[config.mk]
export PLATFORM = sky130hd
export DESIGN_NAME = count_event_monitor_flat
export DESIGN_NICKNAME = d
export VERILOG_FILES = /design/src/rtl/count_event_monitor_if.sv /design/src/rtl/count_event_monitor.sv /design/src/flat_wrapper.sv
export SDC_FILE = /design/constraint.sdc
export NUM_CORES = 1
export LEC_CHECK = 0
export CAP_MARGIN = 10
export CELL_PAD_IN_SITES_DETAIL_PLACEMENT = 0
export CELL_PAD_IN_SITES_GLOBAL_PLACEMENT = 1
export CORE_MARGIN = 8
export CORE_UTILIZATION = 44
export CTS_BUF_LIST = sky130_fd_sc_hd__clkbuf_8
export CTS_CLUSTER_SIZE = 12
export DETAILED_ROUTE_END_ITERATION = 8
export PLACE_DENSITY = 0.85
export SYNTH_ARGS = -nofsm -noshare
export SYNTH_HDL_FRONTEND = slang
export SYNTH_SLANG_ARGS = --single-unit
export TNS_END_PERCENT = 20
[constraint.sdc]
create_clock -name clk -period 4.37 [get_ports clk]
set_clock_uncertainty 0.1 [all_clocks]
set_input_delay 0.437 -clock clk [delete_from_list [all_inputs] [get_ports clk]]
set_output_delay 0.437 -clock clk [all_outputs]
set_load 0.05 [all_outputs]
[src/rtl/count_event_monitor_if.sv]
// Event port between the count monitor (master) and the control/logging stage (slave).
// One-entry valid/ready slot carrying an event code and the sampled count value.
interface count_event_monitor_if #(
  parameter int WIDTH = 8
);
  logic             evt_valid;
  logic             evt_ready;
  logic [2:0]       evt_code;
  logic [WIDTH-1:0] evt_value;

  modport master (
    output evt_valid,
    output evt_code,
    output evt_value,
    input  evt_ready
  );

  modport slave (
    input  evt_valid,
    input  evt_code,
    input  evt_value,
    output evt_ready
  );
endinterface

[src/rtl/count_event_monitor.sv]
// Observes an up/down counter and reports wrap, threshold, stall and direction events
// through a one-entry valid/ready slot, with a saturating wrap counter and sticky drop flag.
module count_event_monitor #(
  parameter int WIDTH        = 8,
  parameter int STALL_CYCLES = 16
) (
  input  logic                  clk,
  input  logic                  rst,
  input  logic [WIDTH-1:0]      count,
  input  logic                  mode,
  input  logic [WIDTH-1:0]      thresh,
  count_event_monitor_if.master evt,
  output logic [7:0]            wrap_cnt,
  output logic                  stalled,
  output logic                  drop
);

  localparam logic [2:0]       CODE_WRAP_UP = 3'd1;
  localparam logic [2:0]       CODE_WRAP_DN = 3'd2;
  localparam logic [2:0]       CODE_THRESH  = 3'd3;
  localparam logic [2:0]       CODE_STALL   = 3'd4;
  localparam logic [2:0]       CODE_DIR     = 3'd5;
  localparam logic [WIDTH-1:0] ALL_ONES     = '1;
  localparam logic [WIDTH-1:0] ALL_ZEROS    = '0;
  localparam logic [7:0]       STALL_LIMIT  = 8'(STALL_CYCLES);
  localparam logic [7:0]       STALL_ARMED  = 8'(STALL_CYCLES - 1);
  localparam logic [7:0]       SAT_MAX      = 8'hFF;

  // Detection vector, index 4 is the highest priority.
  localparam int DET_WRAP_UP = 4;
  localparam int DET_WRAP_DN = 3;
  localparam int DET_THRESH  = 2;
  localparam int DET_STALL   = 1;
  localparam int DET_DIR     = 0;

  logic [WIDTH-1:0] prev_count_reg, prev_count_next;
  logic             prev_mode_reg,  prev_mode_next;
  logic             prev_vld_reg,   prev_vld_next;
  logic [7:0]       stall_cnt_reg,  stall_cnt_next;
  logic             stalled_reg,    stalled_next;
  logic [7:0]       wrap_cnt_reg,   wrap_cnt_next;
  logic             drop_reg,       drop_next;
  logic             evt_valid_reg,  evt_valid_next;
  logic [2:0]       evt_code_reg,   evt_code_next;
  logic [WIDTH-1:0] evt_value_reg,  evt_value_next;

  logic             same;
  logic [4:0]       det;
  logic [4:0]       higher;
  logic [4:0]       win;
  logic             any_det;
  logic             extra_det;
  logic             slot_free;
  logic             handshake;
  logic [2:0]       win_code;

  assign same = (count == prev_count_reg);

  assign det[DET_WRAP_UP] = prev_vld_reg && (prev_count_reg == ALL_ONES) && (count == ALL_ZEROS);
  assign det[DET_WRAP_DN] = prev_vld_reg && (prev_count_reg == ALL_ZEROS) && (count == ALL_ONES);
  assign det[DET_THRESH]  = prev_vld_reg && (count == thresh) && (prev_count_reg != thresh);
  // Stall fires only on the compare that takes the run length onto the limit.
  assign det[DET_STALL]   = prev_vld_reg && same && (stall_cnt_reg == STALL_ARMED);
  assign det[DET_DIR]     = prev_vld_reg && (mode != prev_mode_reg);

  genvar gi;
  generate
    for (gi = 0; gi < 5; gi++) begin : g_prio
      assign higher[gi] = |(det >> (gi + 1));
      assign win[gi]    = det[gi] & ~higher[gi];
    end
  endgenerate

  assign any_det   = |det;
  assign extra_det = |(det & ~win);
  assign handshake = evt_valid_reg && evt.evt_ready;
  assign slot_free = !evt_valid_reg || evt.evt_ready;

  always_comb begin
    win_code = 3'd0;
    if (win[DET_WRAP_UP])      win_code = CODE_WRAP_UP;
    else if (win[DET_WRAP_DN]) win_code = CODE_WRAP_DN;
    else if (win[DET_THRESH])  win_code = CODE_THRESH;
    else if (win[DET_STALL])   win_code = CODE_STALL;
    else if (win[DET_DIR])     win_code = CODE_DIR;
  end

  always_comb begin
    prev_count_next = count;
    prev_mode_next  = mode;
    prev_vld_next   = 1'b1;
    stall_cnt_next  = stall_cnt_reg;
    stalled_next    = stalled_reg;
    wrap_cnt_next   = wrap_cnt_reg;
    drop_next       = drop_reg;
    evt_valid_next  = evt_valid_reg;
    evt_code_next   = evt_code_reg;
    evt_value_next  = evt_value_reg;

    if (prev_vld_reg && same) begin
      if (stall_cnt_reg != SAT_MAX) begin
        stall_cnt_next = stall_cnt_reg + 8'd1;
      end
    end else begin
      stall_cnt_next = 8'd0;
    end

    if (det[DET_STALL]) begin
      stalled_next = 1'b1;
    end else if (!same) begin
      stalled_next = 1'b0;
    end

    // Wraps are counted whether or not the event itself makes it into the slot.
    if ((det[DET_WRAP_UP] || det[DET_WRAP_DN]) && (wrap_cnt_reg != SAT_MAX)) begin
      wrap_cnt_next = wrap_cnt_reg + 8'd1;
    end

    if (slot_free && any_det) begin
      evt_valid_next = 1'b1;
      evt_code_next  = win_code;
      evt_value_next = count;
    end else if (handshake) begin
      evt_valid_next = 1'b0;
    end

    if (extra_det || (any_det && !slot_free)) begin
      drop_next = 1'b1;
    end
  end

  always_ff @(posedge clk or posedge rst) begin
    if (rst) begin
      prev_count_reg <= '0;
      prev_mode_reg  <= 1'b0;
      prev_vld_reg   <= 1'b0;
      stall_cnt_reg  <= 8'd0;
      stalled_reg    <= 1'b0;
      wrap_cnt_reg   <= 8'd0;
      drop_reg       <= 1'b0;
      evt_valid_reg  <= 1'b0;
      evt_code_reg   <= 3'd0;
      evt_value_reg  <= '0;
    end else begin
      prev_count_reg <= prev_count_next;
      prev_mode_reg  <= prev_mode_next;
      prev_vld_reg   <= prev_vld_next;
      stall_cnt_reg  <= stall_cnt_next;
      stalled_reg    <= stalled_next;
      wrap_cnt_reg   <= wrap_cnt_next;
      drop_reg       <= drop_next;
      evt_valid_reg  <= evt_valid_next;
      evt_code_reg   <= evt_code_next;
      evt_value_reg  <= evt_value_next;
    end
  end

  assign evt.evt_valid = evt_valid_reg;
  assign evt.evt_code  = evt_code_reg;
  assign evt.evt_value = evt_value_reg;
  assign wrap_cnt      = wrap_cnt_reg;
  assign stalled       = stalled_reg;
  assign drop          = drop_reg;

  // The STALL_LIMIT constant documents the run length the armed compare targets.
  logic unused_ok;
  assign unused_ok = &{1'b0, STALL_LIMIT};

endmodule
[src/flat_wrapper.sv]
// flat-port wrapper written by rule: the top's interface ports become plain ports
module count_event_monitor_flat 
#(
  parameter int WIDTH        = 8,
  parameter int STALL_CYCLES = 16
)
  (clk, rst, count, mode, thresh, wrap_cnt, stalled, drop, evt_evt_valid, evt_evt_code, evt_evt_value, evt_evt_ready);
  count_event_monitor_if #(.WIDTH(WIDTH)) evt_i ();
  input  logic clk;
  input  logic rst;
  input  logic [WIDTH-1:0] count;
  input  logic mode;
  input  logic [WIDTH-1:0] thresh;
  output logic [7:0] wrap_cnt;
  output logic stalled;
  output logic drop;
  output wire logic [$bits(evt_i.evt_valid)-1:0] evt_evt_valid;
  output wire logic [$bits(evt_i.evt_code)-1:0] evt_evt_code;
  output wire logic [$bits(evt_i.evt_value)-1:0] evt_evt_value;
  input wire logic [$bits(evt_i.evt_ready)-1:0] evt_evt_ready;
  assign evt_evt_valid = evt_i.evt_valid;
  assign evt_evt_code = evt_i.evt_code;
  assign evt_evt_value = evt_i.evt_value;
  assign evt_i.evt_ready = evt_evt_ready;
  count_event_monitor #(.WIDTH(WIDTH), .STALL_CYCLES(STALL_CYCLES)) u_core (.clk(clk), .rst(rst), .count(count), .mode(mode), .thresh(thresh), .evt(evt_i), .wrap_cnt(wrap_cnt), .stalled(stalled), .drop(drop));
endmodule
Yosys cells after proc, flatten, opt, wreduce, memory -nomap -nowiden
Cells that the tools add are included.
{"block": "classes", "mux": 11, "n_reduce_logical": 26, "bitwise_logic": 10, "n_eq_ne": 11, "add_sub_neg": 2}
{"cell": "adder 8 x 1 -> 8 bit (second input constant)", "count": 2}
{"cell": "equality test 8 bit", "count": 2}
{"cell": "equality test 8 bit (second input constant)", "count": 2}
{"cell": "zero test 8 bit", "count": 2}
{"cell": "2-to-1 mux 8 bit", "count": 2}
{"cell": "!= test 8 bit (second input constant)", "count": 2}
{"cell": "2-to-1 mux 3 bit", "count": 5}
{"cell": "logical AND 1 bit", "count": 13}
{"cell": "OR reduction 5 bit", "count": 2}
{"cell": "equality test 8 x 4 -> 1 bit (second input constant)", "count": 1}
{"cell": "!= test 8 bit", "count": 1}
{"cell": "bitwise AND 5 bit", "count": 1}
{"cell": "inverter 5 bit", "count": 1}
{"cell": "bitwise AND 1 bit", "count": 4}
{"cell": "2-to-1 mux 1 bit", "count": 4}
{"cell": "!= test 2 bit (second input constant)", "count": 2}
{"cell": "inverter 1 bit", "count": 4}
{"cell": "OR reduction 4 bit", "count": 1}
{"cell": "logical OR 1 bit", "count": 3}
{"cell": "OR reduction 3 bit", "count": 1}
{"cell": "zero test 1 bit", "count": 2}
{"cell": "nonzero test 2 bit", "count": 1}
{"cell": "OR reduction 2 bit", "count": 1}
{"cell": "!= test 1 bit", "count": 1}
{"block": "totals", "register_bits": 40, "out_inout_bits": 22}

Logic depth before layout (Yosys ltp)
Gate-level depths: netlist (run 1).
{"block": "logic_depth", "depth_word": 11, "ltp_mapped": 7, "ltp_nobuf": 7}

Worst setup path after synthesis (run 1)
Ideal clock, no wire load.
{"block": "synth_timing", "kind": "input to register", "start": "input count[7]", "end": "register u_core.evt_value_reg[0] (netlist: u_core.evt.evt_value[0])", "setup_ps": 125, "arrival_ps": 1984, "setup_slack_ps": 2162, "required_time_ps": 4145, "stages": 6, "cell_sequence": "nand2b_1 or4_1 nor3_4 nor2_2 a31oi_4 mux2_2"}
{"block": "synth_between", "elab_chain_cells": 5, "word_cells_on_any_way": 12, "classes_between": "eq/ne (3); reduce/logical (9)"}
{"item": "start: declaration", "line": "flat_wrapper.sv:11", "source": "input logic [WIDTH-1:0] count;"}
{"item": "equality test 8 bit, on equally long branches", "line": "count_event_monitor.sv:57, count_event_monitor.sv:61"}
{"item": "logical AND 1 bit, on equally long branches (2 in a row)", "line": "count_event_monitor.sv:63, count_event_monitor.sv:61"}
{"item": "OR reduction 5 bit (*)", "line": "count_event_monitor.sv:74", "source": "assign any_det = |det;"}
{"item": "logical AND 1 bit (*)", "line": "count_event_monitor.sv:119", "source": "if (slot_free && any_det) begin"}
{"item": "end signal: assignment", "line": "count_event_monitor.sv:154", "source": "evt_value_reg <= evt_value_next;"}
{"item": "end: declaration", "line": "count_event_monitor.sv:45", "source": "logic [WIDTH-1:0] evt_value_reg, evt_value_next;"}
Every way passes the cells marked *; elsewhere a longest branch is shown, timed or not.
A chain may end at the register's enable or synchronous reset.

Final worst setup path (run 1)
{"block": "layout_timing", "start": "input count[7]", "end": "register u_core.evt_value_reg[3] (netlist: u_core.evt.evt_value[3])"}
Same word-level chain as after synthesis.

==> qor.csv, run 1 <==
stage;metric;value;unit
status;status;complete, no violations;
cts;path_clk_slew;80;ps
timing;worst_slack;1620;ps
timing;relSlewSlack;56.1;%
setup_path;cp_cell_sequence;clkdlybuf4s50_1 -> nand2b_1 -> or4_1 -> nor3_4 -> nor2_2 -> a31oi_4 -> mux2_2;
drt;wl_per_cell;15.8;um
setup_path;rr_startpoint;u_core.prev_count_reg[2]$_DFF_PP0_;
cts;tritoncts;done;
setup_path;r2r_setup_slack;1910;ps
cts;ctsResizeCount;0;
cts;hold_buffers;0;
yosys;synth_cells;184;
floorplan;dieHeight;83.4;um
global_route;antenna_found_initial;0;
yosys;syn_area_per_cell;10.9;um^2
timing;fmax;0.364;GHz
place;dpl_worst_slack;1330;ps
setup_path;cp.required;4440;ps
finish;area_growth;27.8;%
setup_path;worst_setup_path_start_kind;input port;
timing;fin_hold_ws;374;ps
worst_hold_path;hold_path_end;u_core.drop$_DFFE_PP0P_;
timing;slew_viol_final;0;
floorplan;io_pins;42;
timing;final.setup.tns;0;ps
yosys;synth.net_count;206;
finish;drive_gt1_share;9.91;%
floorplan;fp.dieW;83.4;um
floorplan;fp.coreArea;0.00435;mm^2
drt;post-route-drc-count;0;
power_and_ir_drop;ir_worst_vdd;0.194;mV
timing;rsz0062_at_grt;false;
place;io_buffer_count;41;
setup_path;slowest_stage;clkdlybuf4s50_1;
global_route;grt_pass1_wl;7.65;mm
place;dp_hpwl;3.44;mm
yosys;synth_cell_types;35;
yosys;synth-seq-area-share;50.1;%
global_route;grt_usage;13.3;%
cts;cts_buffers;5;
drt;avgViaCountPerCell;5.35;
global_route;grt_pass1_vias;1563;
drt;drt_iter0_markers;73;
global_route;grt_start_max_net_pins;41;
drt;drtAntennaViolNets;0;
floorplan;num_rows;24;
timing;timing.final.crit_period;2750;ps
cts;post_cts_buffers;0;
setup_path;end_kind;register;
timing;fin_crit_sh;63.0;%
place;globalplace.congestion;0.837;
cts;cts-root-buf;clkbuf_8;
yosys;ys_ff_latch;40;
drt;firstDrtPassIters;4;
worst_hold_path;whs_path_depth;1;
cts;cts_buffer_depth;2;
drt;wl;4.50;mm
finish;fin_nets;254;
setup_path;cpPeakStageDelay;560;ps
job;cap_violations;0;
yosys;synth_area;0.00200;mm^2
timing;finalSetupViolCount;0;
setup_path;cp_max_fo;10;
power_and_ir_drop;power_leakage;1.09;nW
worst_hold_path;hold_start;u_core.drop$_DFFE_PP0P_;
setup_path;timing.rr.end;u_core.evt.evt_value[3]$_DFFE_PP0P_;
yosys;yosys_warnings;0;
place;post-place-cells;277;
floorplan;dieArea;0.00696;mm^2
cts;insertion_delay;290;ps
finish;final_cells;284;
floorplan;initial_core_util;45.9;%
timing;tightest_slew;658;ps
timing;hold_viol_final;0;
setup_path;crit_type;in2reg;
cts;clock-sinks;40;
cts;htreeDepth;2;
global_route;overflow;0;
drt;vias;1518;
worst_hold_path;hp-class;reg2reg;
setup_path;reg2reg_depth;6;
power_and_ir_drop;power_density;349;mW/mm^2
finish;insertedDiodeCount;0;
setup_path;worstPathArrival;2820;ps
stage by stage:
step	total power [mW]	utilization (%)	instance area (um^2)
after floorplan	0.576	-	2000
after global placement	0.670	56.9	2480
after detailed placement	0.674	56.9	2480
after CTS	0.903	58.7	2560
after global routing	0.934	58.7	2560
final	0.892	58.7	2560
placed cells by master (no fill, tap or decap), types with 6 or more instances in the layout:
cell / n
nand3_1: 12
xor2_1: 17
nand4_1: 9
xnor2_1: 17
inv_1: 6
clkdlybuf4s50_1: 41
nor2_1: 16
nand2_1: 9
dfrtp_1: 40
mux2_2: 11
nor3_1: 6
Yosys cell counts:
cell       count  area share [%]
inv_1          5            0.94
a2bb2oi_1      1            0.44
nand3_1       12             3.0
conb_1         1            0.19
a211oi_1       1            0.38
nand4_1        9             2.8
xnor2_1       17             7.4
or4_1          2            0.75
o22ai_1        1            0.31
nor3_1         6             1.5
a31o_2         1            0.44
nor3b_1        1            0.38
mux2i_1        2             1.0
nor2_2         1            0.31
xor2_1        17             7.4
nand4b_1       1            0.44
a31oi_1        1            0.31
nor3_4         1            0.81
mux2_2        11             6.2
o21ai_0        4             1.0
o211ai_1       2            0.75
or3_1          1            0.31
a31oi_4        1             1.1
nand2b_1       2            0.63
dfrtp_1       40              50
nand4_2        1            0.63
nor2b_1        1            0.31
a21oi_1        2            0.50
clkbuf_1       1            0.19
nor4_1         5             1.6
nor2_1        16             3.0
and3_1         5             1.6
nand3b_1       1            0.38
ha_1           2             1.3
nand2_1        9             1.7
where the power goes:
group          switching, mW  internal [mW]  leakage, nW
Sequential            0.0200          0.400        0.501
Clock                  0.122          0.106       0.0452
Combinational          0.148         0.0961        0.544
logic make-up after synthesis:
family | Yosys count | share of synthesized area [%]
buf+inv | 6 | 1.13
compound gates | 14 | 5.19
fa+ha+maj | 2 | 1.25
mux | 13 | 7.20
xor+xnor | 34 | 14.9
flops | 40 | 50.1
other cells | 1 | 0.188
simple gates | 74 | 20.1
layout make-up:
cell class	instances	area, um^2
fill	374	1800
sequential	40	1000
tap	52	65.1
inverter	5	18.8
clock buffer	5	68.8
clock inverter	2	8.76
timing repair buffer	42	418
multi-input combinational	138	976
layer usage:
metal  up-vias  global-route usage, %  routed length (um)
li1        748                      -                   -
met1       730                   17.1                2120
met2        34                   20.9                2100
met3         6                   4.00                 227
met4         0                   3.77                  48
met5         -                      0                   0
worst max path at each step:
stage	startpoint	endpoint	slack, ps	depth (start not counted)
4_1_cts	count[7]	u_core.evt.evt_value[3]$_DFFE_PP0P_	1630	7
3_5_place_dp	count[7]	u_core.evt.evt_value[3]$_DFFE_PP0P_	1330	7
3_3_place_gp	count[7]	u_core.evt.evt_value[1]$_DFFE_PP0P_	1380	7
5_1_grt	count[7]	u_core.evt.evt_value[6]$_DFFE_PP0P_	1510	7
2_1_floorplan	count[7]	u_core.evt.evt_value[0]$_DFFE_PP0P_	2160	6
6_report	count[7]	u_core.evt.evt_value[3]$_DFFE_PP0P_	1620	7
worst max-delay path: cells and delay by family:
| kind | cells | cell delay [ps] |
|---|---|---|
| AO/OA/AOI/OAI | 1 | 360 |
| multiplexers | 1 | 390 |
| buffers and inverters | 1 | 560 |
| AND/OR/NAND/NOR | 4 | 1060 |
No activity file was read; power rests on OpenSTA's default activity.
==> run 2: changes to the inputs <==
CORE_UTILIZATION = 41   (was 44)
PLACE_DENSITY = 0.8   (was 0.85)
clock period = 2.74 ns   (was 4.37 ns; I/O delays follow)
==> qor.csv, run 2 (synthesis gave the netlist of run 1 again) <==
stage;metric;value;unit
status;status;complete, no violations;
cts;cts_buffer_depth;2;
finish;drive_gt1_share;14.0;%
finish;final_cell_mix;clkdlybuf4s50_1, dfrtp_1, xnor2_1, xor2_1, nor2_1;
cts;cts_buffers;5;
cts;htreeDepth;2;
finish;area_growth;34.4;%
floorplan;io_pins;42;
finish;utilization;56.9;%
floorplan;fp.dieW;85.8;um
drt;vias;1536;
drt;wl_per_cell;14.2;um
setup_path;crit_type;in2reg;
cts;post_cts_buffers;0;
place;io_buffer_count;41;
setup_path;end_kind;register;
cts;clock-sinks;40;
setup_path;rr_startpoint;u_core.prev_count_reg[2]$_DFF_PP0_;
floorplan;num_rows;25;
timing;fin_hold_ws;304;ps
finish;fillers;434;
timing;fin_crit_sh;89.4;%
power_and_ir_drop;power_leakage;1.15;nW
cts;cts-root-buf;clkbuf_8;
setup_path;r2r_setup_slack;330;ps
drt;drt_iter0_markers;99;
place;globalplace.congestion;0.853;
drt;wl;4.38;mm
setup_path;cp_max_fo;10;
cts;insertion_delay;290;ps
drt;drtAntennaViolNets;0;
job;cap_violations;0;
finish;fin_nets;263;
cts;tritoncts;done;
power_and_ir_drop;power_density;585;mW/mm^2
global_route;antenna_found_initial;0;
global_route;grt_pass1_wl;7.28;mm
worst_hold_path;hp-class;in2async;
setup_path;worstPathArrival;2530;ps
setup_path;worst_setup_path_start_kind;input port;
finish;regArea;0.00100;mm^2
timing;relSlewSlack;55.7;%
power_and_ir_drop;p_total;1.57;mW
floorplan;fp.coreArea;0.00472;mm^2
finish;final_common_cell;clkdlybuf4s50_1;
global_route;grt_pass1_vias;1500;
finish;final_area;0.00269;mm^2
timing;finalSetupViolCount;0;
floorplan;dieHeight;85.8;um
floorplan;dieArea;0.00737;mm^2
setup_path;timing.rr.end;u_core.evt.evt_value[2]$_DFFE_PP0P_;
power_and_ir_drop;ir_worst_vdd;0.588;mV
drt;avgViaCountPerCell;4.97;
timing;fmax;0.408;GHz
timing;hold_viol_final;0;
finish;insertedDiodeCount;0;
timing;final.setup.tns;0;ps
drt;firstDrtPassIters;4;
setup_path;reg2reg_depth;6;
setup_path;cp.required;2820;ps
cts;hold_buffers;0;
drt;post-route-drc-count;0;
finish;multi_input_area;976;um^2
timing;timing.final.crit_period;2450;ps
floorplan;initial_core_util;42.3;%
cts;ctsResizeCount;0;
cts;path_clk_slew;80;ps
timing;rsz0062_at_grt;false;
timing;slew_viol_final;0;
global_route;grt_usage;12.3;%
place;placed_area;0.00256;mm^2
place;dp_hpwl;3.38;mm
global_route;grt_start_max_net_pins;41;
global_route;overflow;0;
timing;tightest_slew;665;ps
run 2: worst max-delay path, stage by stage:
cell and delay (ps):
clkdlybuf4s50_1 550, or4_1 650, nor3_4 190, nor2_2 110, a31oi_4 350, mux2_2 390
run 2: final cells by class:
cell class | instances | share of cell area (%)
Clock buffer | 6 | 3.07
Timing Repair Buffer | 51 | 18.1
Multi-Input combinational cell | 138 | 36.3
Inverter | 5 | 0.699
Tap cell | 67 | 3.12
Clock inverter | 2 | 1.44
Sequential cell | 40 | 37.3
run 2: worst max-delay path by stage:
stage	from	cells after the start	endpoint
CTS	count[5]	6	u_core.evt.evt_value[2]$_DFFE_PP0P_
global route	count[5]	6	u_core.evt.evt_value[6]$_DFFE_PP0P_
floorplan	u_core.prev_count_reg[2]$_DFF_PP0_	6	u_core.evt.evt_value[0]$_DFFE_PP0P_
global placement	count[5]	6	u_core.evt.evt_code[1]$_DFFE_PP0P_
detailed placement	count[5]	6	u_core.evt.evt_value[7]$_DFFE_PP0P_
finish	count[5]	6	u_core.evt.evt_value[2]$_DFFE_PP0P_
run 2: through the flow:
step,instances,setup slack (ps)
after floorplan,184,570
after global placement,301,4.89
after detailed placement,301,-19.9
after CTS,309,288
after global routing,309,204
final,309,290
run 2: where the power goes:
group	switching (mW)	internal (mW)
sequential	0.0347	0.638
combinational	0.232	0.159
clock	0.210	0.298
total	0.477	1.09
run 2: layer usage:
metal / vias up / global-route usage (%) / part of all wire [%]
met1: 736 / 16.6 / 49
met3: 5 / 2.29 / 4.1
met4: 0 / 4.78 / 1.5
met2: 26 / 19.0 / 46
li1: 769 / - / -
met5: - / 0 / 0
